## src/rtl/gf_poly_mult_seq.sv

```systemverilog
// Sequential carry-less (GF(2)) polynomial multiplier, one multiplier bit per clock.
// Optional macro GF_SKIP_ZERO_EN ends RUN early once no set multiplier bits remain.
`timescale 1ns/1ps
module gf_poly_mult_seq #(
   parameter int W = 4
) (
   input  logic           clk,
   input  logic           rst_n,
   input  logic           start,
   input  logic [W-1:0]   a,
   input  logic [W-1:0]   b,
   output logic           busy,
   output logic           done,
   output logic [2*W-1:0] p
);

   localparam int CW = $clog2(W) + 1;

   typedef enum logic [1:0] {IDLE, RUN, DONE} state_t;

   state_t           state_q, state_d;
   logic [2*W-1:0]   a_sh_q, a_sh_d;
   logic [W-1:0]     b_sh_q, b_sh_d;
   logic [2*W-1:0]   acc_q, acc_d;
   logic [2*W-1:0]   p_q, p_d;
   logic [CW-1:0]    cnt_q, cnt_d;
   logic [2*W-1:0]   term;
   logic             last_step;

   // NOTE: reset is sampled on the clock edge, and every register (including the
   // datapath) is cleared so an aborted operation leaves p at zero.
   always_ff @(posedge clk) begin
      if (!rst_n) begin
         state_q <= IDLE;
         a_sh_q  <= '0;
         b_sh_q  <= '0;
         acc_q   <= '0;
         p_q     <= '0;
         cnt_q   <= '0;
      end else begin
         // NOTE: non-blocking assignments so every flop samples its pre-edge inputs.
         state_q <= state_d;
         a_sh_q  <= a_sh_d;
         b_sh_q  <= b_sh_d;
         acc_q   <= acc_d;
         p_q     <= p_d;
         cnt_q   <= cnt_d;
      end
   end

   always_comb begin
      // NOTE: hold-value defaults first, so no path through the case infers a latch.
      state_d = state_q;
      a_sh_d  = a_sh_q;
      b_sh_d  = b_sh_q;
      acc_d   = acc_q;
      p_d     = p_q;
      cnt_d   = cnt_q;
      term    = b_sh_q[0] ? a_sh_q : '0;
`ifdef GF_SKIP_ZERO_EN
      last_step = (cnt_q == CW'(W - 1)) || ((b_sh_q >> 1) == '0);
`else
      last_step = (cnt_q == CW'(W - 1));
`endif
      case (state_q)
         IDLE: begin
            if (start) begin
               a_sh_d  = {{W{1'b0}}, a};
               b_sh_d  = b;
               acc_d   = '0;
               cnt_d   = '0;
               state_d = RUN;
            end
         end
         RUN: begin
            acc_d  = acc_q ^ term;
            a_sh_d = a_sh_q << 1;
            b_sh_d = b_sh_q >> 1;
            cnt_d  = cnt_q + CW'(1);
            if (last_step) begin
               // The final partial product is folded in directly rather than via acc_q.
               p_d     = acc_q ^ term;
               state_d = DONE;
            end
         end
         DONE:    state_d = IDLE;
         default: state_d = IDLE;
      endcase
   end

   always_comb begin
      busy = (state_q != IDLE);
      done = (state_q == DONE);
      p    = p_q;
   end

endmodule

```

## config.mk

```make
export PLATFORM = sky130hd
export DESIGN_NAME = gf_poly_mult_seq
export DESIGN_NICKNAME = d
export VERILOG_FILES = /design/src/rtl/gf_poly_mult_seq.sv
export SDC_FILE = /design/constraint.sdc
export NUM_CORES = 1
export LEC_CHECK = 0
export BUFFER_PORTS_ARGS = -buffer_cell sky130_fd_sc_hd__buf_2
export CAP_MARGIN = 20
export CORE_MARGIN = 2
export CORE_UTILIZATION = 55
export CTS_CLUSTER_DIAMETER = 40
export CTS_CLUSTER_SIZE = 12
export DETAILED_ROUTE_END_ITERATION = 7
export PLACE_DENSITY = 0.76
export SYNTH_ARGS = -nofsm -noshare
export SYNTH_HDL_FRONTEND = slang
export SYNTH_SLANG_ARGS = --single-unit
```

## constraint.sdc

```tcl
create_clock -name clk -period 1.5 [get_ports clk]
set_input_delay 0.075 -clock clk [delete_from_list [all_inputs] [get_ports clk]]
set_output_delay 0.075 -clock clk [all_outputs]
set_load 0.05 [all_outputs]
```

==> results.yml <==
power:
  irDropWorstVdd_uv: 914
  power_density_nw_per_um2: 1090
  power.total_uw: 1830
  p_leak_uw: 0.000681
critical_path:
  crit_type: "reg2reg"
  required_ns: 1.73
  path_cells: "ha_1 > ha_1 > and3b_2 > o21ai_0 > a21oi_1"
  start_kind: "register"
  path_max_fanout: 17
  worstPathArrival_ns: 1.62
  critPathCaptureType: "register"
  reg2regPathDepth: 5
  worst_path_most_repeated_cell: "ha_1"
  slowest_delay_ns: 0.34
  crit_path_top_delay_cell: "dfxtp_2"
grt:
  grt_first_pass_wirelength_um: 5280
  grt-ovfl-total: 0
  grt_max_degree: 26
  grt_pass1_vias: 1244
  antenna_found_initial: 0
  grtUsageTotal_pct: 21.8
clock_network:
  clock_sinks: 33
  cts_tree: "done"
  htree_levels: 2
  root_buffer: "clkbuf_4"
  clockBufferDepth: 2
  clk_pin_slew_ns: 0.10
  cts_buffers: 5
  post_cts_buffers: 0
  clk_latency_ns: 0.34
job:
  drv_cap: 0
logic_synthesis:
  synth_most_common_cell: "dfxtp_1"
  ys_async_sr_fraction_pct: 0
  avgSynthCellArea_um2: 8.91
  seq_area_frac_synth_pct: 45.8
  synth.area.top_cells: "dfxtp_1, a21oi_1, xor2_1"
  synth_top_area_cell: "dfxtp_1"
  synth_seq_cells: 33
  synth_flop_cell: "dfxtp_1"
  synth_nets: 175
  post_synth_num_cell_types: 30
  ys_warn_count: 0
  synth-edff-count: 0
  netlist_area_um2: 1440
  synthCells: 162
  synth_top_cell_area_share_pct: 45.8
  synth.top_cells.by_count: "dfxtp_1, a21oi_1, nand2_1, nor2_1, o21ai_0"
status:
  outcome: "complete, no violations"
sta:
  hold_violations: 0
  relSlewSlack_pct: 65.6
  fmax_mhz: 719
  tightest_slew_ns: 0.515
  rsz0062_at_grt: "false"
  slew_viol_final: 0
  tns_ns: 0
  finalClockSkew_ns: 0.00885
  fin_crit_sh_pct: 92.7
  setup_slack_ns: 0.109
  setup_violations: 0
  period_minus_slack_ns: 1.39
floorplan:
  coreArea_um2: 2480
  initial_core_util_pct: 58.3
  fp-row-count: 18
  die_w_um: 55.2
  ios: 21
  dieArea_um2: 3050
  dieHeight_um: 55.2
min_path:
  hold_depth: 3
  hp-class: "in2reg"
detailed_routing:
  avgRoutedWirePerCell_um: 14.4
  drc: 0
  finalWirelength_um: 3070
  dr.pass1.iters: 4
  vias: 1258
  ant_nets: 0
  drt-initial-drc-count: 33
  vias_per_cell: 5.88
final_layout:
  layout.nets: 196
  fin_util_pct: 67.8
  diodes: 0
  area_growth_pct: 16.3
  multi_input_area_um2: 702
  drive_gt1_share_pct: 22.3
  ff_latch_area_um2: 663
  nFillCells: 203
place:
  port_buffers: 20
  gp_congestion: 0.708
  place_ws_ns: -0.000701
  dp_hpwl_um: 2060
==> metal layers <==
metal	GRT usage, %	share of wire [%]	vias to the layer above
met5	0	0	-
li1	-	-	625
met2	37.2	50	24
met3	5.85	3.2	8
met4	11.8	2.1	0
met1	24.4	44	601
==> worst max-delay path: cells and delay by family (launching register included) <==
family / cells / cell delay [ns]
fa+ha+maj: 2 / 0.39
compound gates: 2 / 0.25
simple gates: 1 / 0.30
flops: 1 / 0.34
==> repair_timing <==
action | 4_1_cts | 5_1_grt
hold endpoints to repair | 3 | 0
hold buffers | 3 | 0
pin swaps | 0 | 0
endpoints found under the setup margin | 7 | 7
resized for setup | 1 | 4
==> report_power, final <==
group / internal [µW] / switching [µW]
combinational: 79.8 / 100
clock: 398 / 313
sequential: 902 / 33.8
==> placed cells by master, fill, tap and decap left out, types with 2 or more instances in the layout <==
cell / count
a32o_1: 2
o221a_2: 3
a21oi_1: 25
dlygate4sd3_1: 3
a22o_1: 2
dfxtp_2: 2
inv_1: 3
nand2_1: 13
a211oi_1: 8
nor2b_1: 5
dfxtp_1: 31
ha_1: 2
buf_4: 4
clkbuf_4: 5
buf_2: 20
o21ai_0: 10
xor2_1: 8
a22oi_1: 5
a31oi_1: 7
nor2_1: 11
==> path summary, 6_finish.rpt <==
path,slack (ns),from,endpoint
worst max-delay path,0.11,cnt_q[0]$_SDFFE_PN0P_,p[7]$_SDFFE_PN0P_
worst min register to register,0.50,acc_q[5]$_SDFFE_PN0P_,acc_q[5]$_SDFFE_PN0P_
worst max register to register,0.11,cnt_q[0]$_SDFFE_PN0P_,p[7]$_SDFFE_PN0P_
worst min-delay path,0.06,b[3],b_sh_q[3]$_SDFFE_PN0P_
==> metrics by stage <==
| stage | hold slack (ns) | area [µm²] | std cells |
|---|---|---|---|
| after floorplan | 0.209 | 1440 | 162 |
| after global placement | 0.322 | 1550 | 203 |
| after detailed placement | 0.332 | 1550 | 203 |
| after CTS | 0.0620 | 1670 | 214 |
| after global routing | 0.0869 | 1680 | 214 |
| final | 0.0629 | 1680 | 214 |
==> layout make-up <==
class / instances / area share (%)
clock buffers: 7 / 3.28
clock inverters: 1 / 1.79
inverters: 3 / 0.671
multi-input cells: 112 / 41.8
flip-flops and latches: 33 / 39.5
well taps: 30 / 2.24
repair buffers: 28 / 10.7
==> logic make-up after synthesis <==
group | share of synthesized area (%)
AND/OR/NAND/NOR | 10.8
XOR/XNOR | 4.85
buffers and inverters | 6.24
AO/OA/AOI/OAI | 29.9
multiplexers | 0.693
adder cells (fa/ha/maj) | 1.73
flip-flops | 45.8
==> registers in the layout (all words and copies together), names as in the netlist <==
name and flops:
acc_q 8, state_q 2, b_sh_q 4, a_sh_q 8, p 8, cnt_q 3
Power figures use the tool's default switching activity.
